===== config.mk =====
export PLATFORM = sky130hd
export DESIGN_NAME = debug_cmd_controller
export DESIGN_NICKNAME = d
export VERILOG_FILES = /design/src/rtl/debug_pkg.sv /design/src/rtl/dbg_tx_seq.sv /design/src/rtl/debug_cmd_controller.sv
export SDC_FILE = /design/constraint.sdc
export NUM_CORES = 1
export LEC_CHECK = 0
export ABC_AREA = 0
export ABC_CLOCK_PERIOD_IN_PS = 4800
export CAP_MARGIN = 20
export CORE_MARGIN = 2
export CORE_UTILIZATION = 54
export CTS_CLUSTER_SIZE = 16
export DETAILED_ROUTE_END_ITERATION = 7
export GPL_TIMING_DRIVEN = 0
export PLACE_DENSITY = 0.87
export SKIP_CTS_REPAIR_TIMING = 1
export SLEW_MARGIN = 20
export SYNTH_ARGS = -nofsm -noshare
export SYNTH_HDL_FRONTEND = slang
export SYNTH_SLANG_ARGS = --single-unit

===== constraint.sdc =====
create_clock -name clk -period 4.8 [get_ports clk]
set_clock_uncertainty 0.2 [all_clocks]
set_input_delay 0.72 -clock clk [delete_from_list [all_inputs] [get_ports clk]]
set_output_delay 0.72 -clock clk [all_outputs]
set_load 0.005 [all_outputs]

===== src/rtl/debug_pkg.sv =====
`default_nettype none
// ------------------------------------------------------------------
// debug_pkg: shared opcodes, FSM encoding and sentinel for the debug unit
// Revision: 1.0
// ------------------------------------------------------------------
package debug_pkg;

  localparam logic [3:0] OP_LOAD = 4'd1;
  localparam logic [3:0] OP_RUN  = 4'd2;
  localparam logic [3:0] OP_STEP = 4'd3;
  localparam logic [3:0] OP_BRK  = 4'd4;
  localparam logic [3:0] OP_DUMP = 4'd5;

  // Wide enough for any supported NBITS; consumers slice the low bits.
  localparam int unsigned MAX_NBITS = 64;
  localparam logic [MAX_NBITS-1:0] ALL_ONES = '1;

  typedef enum logic [3:0] {
    S_IDLE     = 4'd0,
    S_LOAD     = 4'd1,
    S_RUN      = 4'd2,
    S_STEP     = 4'd3,
    S_TX_WAIT  = 4'd4,
    S_SEND_PC  = 4'd5,
    S_SEND_DM  = 4'd6,
    S_SEND_RB  = 4'd7,
    S_SEND_CLK = 4'd8
  } state_t;

endpackage
`default_nettype wire


===== src/rtl/dbg_tx_seq.sv =====
`default_nettype none
// ------------------------------------------------------------------
// dbg_tx_seq: registers one outgoing word, pulses tx_start, waits for tx_done
// Revision: 1.0
// ------------------------------------------------------------------
module dbg_tx_seq #(
  parameter int NBITS = 32
) (
  input  logic             clk,
  input  logic             reset,
  input  logic             load_i,
  input  logic [NBITS-1:0] data_i,
  input  logic             tx_done_i,
  output logic [NBITS-1:0] tx_data_o,
  output logic             tx_start_o,
  output logic             done_o
);

  logic [NBITS-1:0] data_q;
  logic             start_q;
  logic             busy_q;

  always_ff @(posedge clk) begin
    if (reset) begin
      data_q  <= '0;
      start_q <= 1'b0;
      busy_q  <= 1'b0;
    end else begin
      start_q <= load_i;
      if (load_i) begin
        data_q <= data_i;
      end
      busy_q <= load_i | (busy_q & ~tx_done_i);
    end
  end

  assign tx_data_o  = data_q;
  assign tx_start_o = start_q;
  assign done_o     = busy_q & tx_done_i;

endmodule
`default_nettype wire


===== src/rtl/debug_cmd_controller.sv =====
`default_nettype none
// ------------------------------------------------------------------
// debug_cmd_controller: host-driven program load, run/step/breakpoint, state dump
// Revision: 1.0
// ------------------------------------------------------------------
module debug_cmd_controller
  import debug_pkg::*;
#(
  parameter int NBITS       = 32,
  parameter int IM_MEM_SIZE = 5,
  parameter int DM_MEM_SIZE = 2,
  parameter int BANK_SIZE   = 5,
  parameter int RBITS       = 5
) (
  input  logic             clk,
  input  logic             reset,
  input  logic [NBITS-1:0] rx_Data,
  input  logic             rx_done,
  output logic [NBITS-1:0] tx_Data,
  output logic             tx_start,
  input  logic             tx_done,
  output logic [NBITS-1:0] IM_Addr,
  output logic [NBITS-1:0] IM_Data,
  output logic             IM_We,
  output logic [NBITS-1:0] DM_Addr,
  input  logic [NBITS-1:0] DM_Data,
  output logic [RBITS-1:0] RB_Addr,
  input  logic [NBITS-1:0] RB_Data,
  input  logic [NBITS-1:0] current_PC,
  input  logic [NBITS-1:0] clock_count,
  input  logic             halt_flag,
  output logic             clock_enable,
  output logic             o_rst
);

  localparam logic [NBITS-1:0] IM_LAST  = NBITS'(2**IM_MEM_SIZE - 1);
  localparam logic [NBITS-1:0] DM_LAST  = NBITS'(2**DM_MEM_SIZE - 1);
  localparam logic [NBITS-1:0] RB_LAST  = NBITS'(2**BANK_SIZE - 1);
  localparam logic [NBITS-1:0] SENTINEL = ALL_ONES[NBITS-1:0];

  state_t           state_q, state_d, ret_q, ret_d;
  logic [NBITS-1:0] im_addr_q, im_addr_d, im_data_q, im_data_d;
  logic             im_we_q, im_we_d;
  logic [NBITS-1:0] dm_addr_q, dm_addr_d, rb_addr_q, rb_addr_d;
  logic             ce_q, ce_d, o_rst_q, o_rst_d;
  logic [NBITS-1:0] bp_q, bp_d, step_q, step_d;
  logic             bp_valid_q, bp_valid_d, first_q, first_d;

  logic [3:0]       op;
  logic [NBITS-5:0] arg;
  logic [NBITS-1:0] wr_addr, tx_src;
  logic             stop, tx_load, tx_ack;

  assign op  = rx_Data[NBITS-1 -: 4];
  assign arg = rx_Data[NBITS-5:0];
  // A write still pending in IM_We lands before the next one, so account for it.
  assign wr_addr = im_we_q ? im_addr_q + 1'b1 : im_addr_q;
  // The first enabled cycle ignores the breakpoint so execution can leave it.
  assign stop = halt_flag | (bp_valid_q & ~first_q & (current_PC == bp_q));

  always_ff @(posedge clk) begin
    if (reset) begin
      state_q    <= S_IDLE;
      ret_q      <= S_IDLE;
      im_addr_q  <= '0;
      im_data_q  <= '0;
      im_we_q    <= 1'b0;
      dm_addr_q  <= '0;
      rb_addr_q  <= '0;
      ce_q       <= 1'b0;
      o_rst_q    <= 1'b1;
      bp_q       <= '0;
      bp_valid_q <= 1'b0;
      step_q     <= '0;
      first_q    <= 1'b0;
    end else begin
      state_q    <= state_d;
      ret_q      <= ret_d;
      im_addr_q  <= im_addr_d;
      im_data_q  <= im_data_d;
      im_we_q    <= im_we_d;
      dm_addr_q  <= dm_addr_d;
      rb_addr_q  <= rb_addr_d;
      ce_q       <= ce_d;
      o_rst_q    <= o_rst_d;
      bp_q       <= bp_d;
      bp_valid_q <= bp_valid_d;
      step_q     <= step_d;
      first_q    <= first_d;
    end
  end

  always_comb begin
    state_d    = state_q;
    ret_d      = ret_q;
    im_addr_d  = wr_addr;
    im_data_d  = im_data_q;
    im_we_d    = 1'b0;
    dm_addr_d  = dm_addr_q;
    rb_addr_d  = rb_addr_q;
    ce_d       = ce_q;
    bp_d       = bp_q;
    bp_valid_d = bp_valid_q;
    step_d     = step_q;
    first_d    = 1'b0;
    tx_load    = 1'b0;
    tx_src     = '0;
    unique case (state_q)
      S_IDLE: begin
        if (rx_done) begin
          case (op)
            OP_LOAD: begin
              state_d   = S_LOAD;
              im_addr_d = '0;
            end
            OP_RUN: begin
              state_d = S_RUN;
              ce_d    = 1'b1;
              first_d = 1'b1;
            end
            OP_STEP: begin
              state_d = S_STEP;
              ce_d    = 1'b1;
              first_d = 1'b1;
              step_d  = (arg == '0) ? NBITS'(1) : NBITS'(arg);
            end
            OP_BRK: begin
              bp_valid_d = ~(&arg);
              bp_d       = NBITS'(arg);
            end
            OP_DUMP: state_d = S_SEND_PC;
            default: ;
          endcase
        end
      end
      S_LOAD: begin
        if (rx_done) begin
          im_we_d   = 1'b1;
          im_data_d = rx_Data;
          if (rx_Data == SENTINEL || wr_addr == IM_LAST) begin
            state_d = S_IDLE;
          end
        end
      end
      S_RUN: begin
        if (stop) begin
          ce_d    = 1'b0;
          state_d = S_SEND_PC;
        end
      end
      S_STEP: begin
        if (stop || step_q == NBITS'(1)) begin
          ce_d    = 1'b0;
          step_d  = '0;
          state_d = S_SEND_PC;
        end else begin
          step_d = step_q - 1'b1;
        end
      end
      S_SEND_PC, S_SEND_DM, S_SEND_RB, S_SEND_CLK: begin
        tx_load = 1'b1;
        ret_d   = state_q;
        state_d = S_TX_WAIT;
        case (state_q)
          S_SEND_PC: tx_src = current_PC;
          S_SEND_DM: tx_src = DM_Data;
          S_SEND_RB: tx_src = RB_Data;
          default:   tx_src = clock_count;
        endcase
      end
      S_TX_WAIT: begin
        if (tx_ack) begin
          case (ret_q)
            S_SEND_PC: begin
              dm_addr_d = '0;
              state_d   = S_SEND_DM;
            end
            S_SEND_DM: begin
              if (dm_addr_q == DM_LAST) begin
                rb_addr_d = '0;
                state_d   = S_SEND_RB;
              end else begin
                dm_addr_d = dm_addr_q + 1'b1;
                state_d   = S_SEND_DM;
              end
            end
            S_SEND_RB: begin
              if (rb_addr_q == RB_LAST) begin
                state_d = S_SEND_CLK;
              end else begin
                rb_addr_d = rb_addr_q + 1'b1;
                state_d   = S_SEND_RB;
              end
            end
            default: state_d = S_IDLE;
          endcase
        end
      end
      default: state_d = S_IDLE;
    endcase
    o_rst_d = (state_d == S_LOAD);
  end

  dbg_tx_seq #(.NBITS(NBITS)) u_tx_seq (
    .clk        (clk),
    .reset      (reset),
    .load_i     (tx_load),
    .data_i     (tx_src),
    .tx_done_i  (tx_done),
    .tx_data_o  (tx_Data),
    .tx_start_o (tx_start),
    .done_o     (tx_ack)
  );

  assign IM_Addr      = im_addr_q;
  assign IM_Data      = im_data_q;
  assign IM_We        = im_we_q;
  assign DM_Addr      = dm_addr_q;
  assign RB_Addr      = rb_addr_q[RBITS-1:0];
  assign clock_enable = ce_q;
  assign o_rst        = o_rst_q;

endmodule
`default_nettype wire


==> impl_metrics.json <==
{
  "synth.yosys.warnings": 0,
  "post-synth-top-area-cell": "dfxtp_1",
  "largest_cells_by_area_after_synthesis": "dfxtp_1, nand2_1, nor2_1",
  "worstHoldPathType": "flop to flop",
  "x_dimension_of_the_die_um": 153,
  "worstSkewPairLatency_ns": 0.53,
  "rows": 54,
  "power_switching_share_pct": 25.7,
  "critPathLaunch": "current_PC[30]",
  "setup_tns_ns": 0,
  "antenna_violating_nets_post_route": 0,
  "number_of_global_route_vias_before_repair": 11968,
  "gp_routability_congestion": 0.945,
  "sink_count": 235,
  "max_slew.worst_pin.slew_ns": 0.938,
  "drt-pass1-iter-count": 6,
  "route.detailed.wl_per_inst_um": 19.2,
  "timing.critical_path.slowest_cell_delay_ns": 0.58,
  "postSynthCellCount": 1534,
  "final.hold.worst_slack_ns": 0.257,
  "dieArea_sq_mm": 0.0234,
  "endpoint_kind": "flop",
  "antenna_found_initial": 1,
  "slew_headroom_pct": 37.0,
  "cell_count_of_the_worst_reg_to_reg_path": 10,
  "power.combinational.fraction_pct": 13.1,
  "maxCapViolations": 0,
  "maxClockFrequency_mhz": 260,
  "period_share_pct": 80.2,
  "timing.final.hold_violations": 0,
  "buffer_ports.inserted": 301,
  "starting_density_of_the_core_pct": 55.0,
  "hold_depth": 2,
  "worstPathArrival_ns": 4.04,
  "startpoint_type": "input pin",
  "ctsRootBufferMaster": "clkbuf_16",
  "nets": 2031,
  "synth_top_flop_cell": "dfxtp_1",
  "setup_slack_ns": 0.952,
  "cts_tree": "yes",
  "syn_nets": 1704,
  "yosysSeqAreaShare_pct": 39.2,
  "final-seq-area_sq_mm": 0.00470,
  "htreeDepth": 1,
  "dp.cells": 2115,
  "layout-drive-gt1-share_pct": 3.73,
  "syn-mean-instance-area_sq_um": 7.82,
  "worst_hold_startpoint": "IM_Data[23]",
  "finalCriticalPeriod_ns": 3.85,
  "finish.cell_count_without_fillers": 2159,
  "detailed_place_hpwl_mm": 31.8,
  "placement.setup.worst_slack_ns": 0.620,
  "synth-edff-count": 0,
  "track_usage_pct": 34.0,
  "power.net_switching_mw": 1.12,
  "run_status": "finished, final reports clean",
  "synth.top_cell.area_share_pct": 39.2,
  "clk_pin_slew_worst_paths_ns": 0.06,
  "cp_slowest_cell": "nor4_1",
  "netlist-cell-type-count": 63,
  "max-vdd-ir-drop_mv": 0.247,
  "worst-path-max-fanout": 10,
  "grt-ovfl-total": 0,
  "power.share.clock_pct": 41.0,
  "postSynth.asyncResetShare_pct": 0,
  "synth-seq-cells": 235,
  "path_cells": "clkdlybuf4s50_1, nor4_1, nand3b_1, nor4_1, a211oi_1, nand2b_1, clkbuf_1, clkbuf_1, o21ai_0, a22oi_1, nor2_1",
  "rr_startpoint": "step_q[9]",
  "tritoncts.num_buffers": 24,
  "layout_overhead_on_the_synthesized_area_pct": 34.3,
  "multi_input_comb_area_sq_mm": 0.00681,
  "post-route-drc-count": 0,
  "power.density_mw_per_mm2": 271,
  "drtIter0Drc": 1094,
  "total_count_of_max_transition_violations_in_the_final_report": 0,
  "timing.critical_path.max_delay_family": "simple AND/OR/NAND/NOR gates",
  "drt_wl_total_mm": 41.4,
  "vias_per_cell": 5.87,
  "finalPower_mw": 4.37,
  "num_vias": 12681,
  "synth.cell_area_sq_mm": 0.0120,
  "grt_pass1_wl_mm": 64.6,
  "cp_num_buf_inv": 3,
  "timing.critical_path.depth": 11,
  "rsz0062_at_grt": "no",
  "nFillCells": 1735,
  "largest_net_degree_at_the_start_of_global_routing": 15,
  "fp.dieH_um": 153,
  "cts_buffer_depth": 3,
  "core_sq_mm": 0.0218,
  "floorplan.io_pins": 302,
  "worst_ep_required_time_ns": 4.99,
  "power_report.internal_total_mw": 3.25,
  "timing_worst_setup_path_type": "input pin to flop",
  "setup_viol_count_final": 0,
  "leakage_nw": 5.38,
  "seqPwrFrac_pct": 45.9
}
## routing by layer
layer  share of wire (%)  global-route usage [%]
met5                   0                       0
met4                 3.5                    10.9
met3                  10                    8.56
met2                  46                    54.1
met1                  41                    45.5
## worst min-delay path, cell delays in order (launching register included)
cell     delay (ns)
dfxtp_1        0.31
nand2_1        0.05
a21oi_1        0.05
## Yosys cell counts (6+ instances only)
master,instances
dfxtp_1,235
nand2_1,218
nor2_1,215
a21oi_1,101
clkbuf_1,87
xnor2_1,78
a211oi_1,68
nor3_1,62
xor2_1,52
nand3_1,48
o21ai_0,46
nor4_1,44
nand4_1,39
mux2i_1,35
inv_1,19
nor2b_1,15
and3_1,14
nand2b_1,14
a22oi_1,13
or3_1,11
and2_1,10
and4_1,9
o31ai_1,9
buf_4,6
o211ai_1,6
o41ai_1,6
## through the flow
step           instance area [sq um]  utilization (%)
4_1_cts                        16100             73.8
6_report                       16100             73.8
5_1_grt                        16100             73.8
2_1_floorplan                  12000                -
3_3_place_gp                   15400             70.4
3_5_place_dp                   15400             70.4
## logic make-up after synthesis
kind of cell             count (synthesis)  synth area share, %
buffers and inverters                  121                 4.07
flip-flops                             235                 39.2
AO/OA/AOI/OAI                          281                 15.0
AND/OR/NAND/NOR                        725                 28.6
multiplexers                            37                 3.11
XOR/XNOR                               130                 9.49
adder cells (fa/ha/maj)                  5                0.521
## area by class of cell
class | instances | area share (%)
clock buffer | 33 | 4.25
sequential | 235 | 29.2
inverter | 19 | 0.443
antenna | 1 | 0.0155
timing repair buffer | 301 | 18.7
clock inverter | 10 | 0.373
multi-input combinational | 1178 | 42.3
buffer | 102 | 2.59
tap | 280 | 2.17
## layout by cell type, fill, tap and decap left out, types with 6 or more instances in the layout
master	Yosys	layout
a211oi_1	68	68
a21oi_1	101	101
a22oi_1	13	13
and2_1	10	10
and3_1	14	14
and4_1	9	9
buf_4	6	6
clkbuf_1	87	92
clkbuf_16	0	25
clkdlybuf4s50_1	0	301
clkinv_2	0	6
dfxtp_1	235	235
inv_1	19	19
mux2i_1	35	35
nand2_1	218	218
nand2b_1	14	14
nand3_1	48	48
nand4_1	39	39
nor2_1	215	215
nor2b_1	15	15
nor3_1	62	62
nor4_1	44	44
o211ai_1	6	6
o21ai_0	46	46
o31ai_1	9	9
o41ai_1	6	6
or3_1	11	11
xnor2_1	78	78
xor2_1	52	52
## flip-flops by register name (all words and copies together) (netlist names)
signal and flops:
u_tx_seq.tx_start_o 1, o_rst 1, DM_Addr 32, IM_We 1, state_q 4, clock_enable 1, u_tx_seq.tx_data_o 32, first_q 1
IM_Addr 32, bp_q 28, IM_Data 32, u_tx_seq.busy_q 1, step_q 32, bp_valid_q 1, rb_addr_q 32, ret_q 4
## worst paths after layout
kind	to	slack, ns
hold reg to reg	IM_Data[23]	0.26
setup / recovery	step_q[23]	0.95
setup reg to reg	step_q[23]	1.10
hold / removal	IM_Data[23]	0.26
## power by group through the flow
stage	clock network, mW	logic [mW]	registers (mW)
final	1.79	0.575	2.00
after global placement	0	0.553	2.05
after floorplan	0	0.256	2.04
after global routing	1.88	0.617	2.01
after CTS	1.79	0.564	2.00
after detailed placement	0	0.559	2.05
Power figures use the tool's default switching activity.
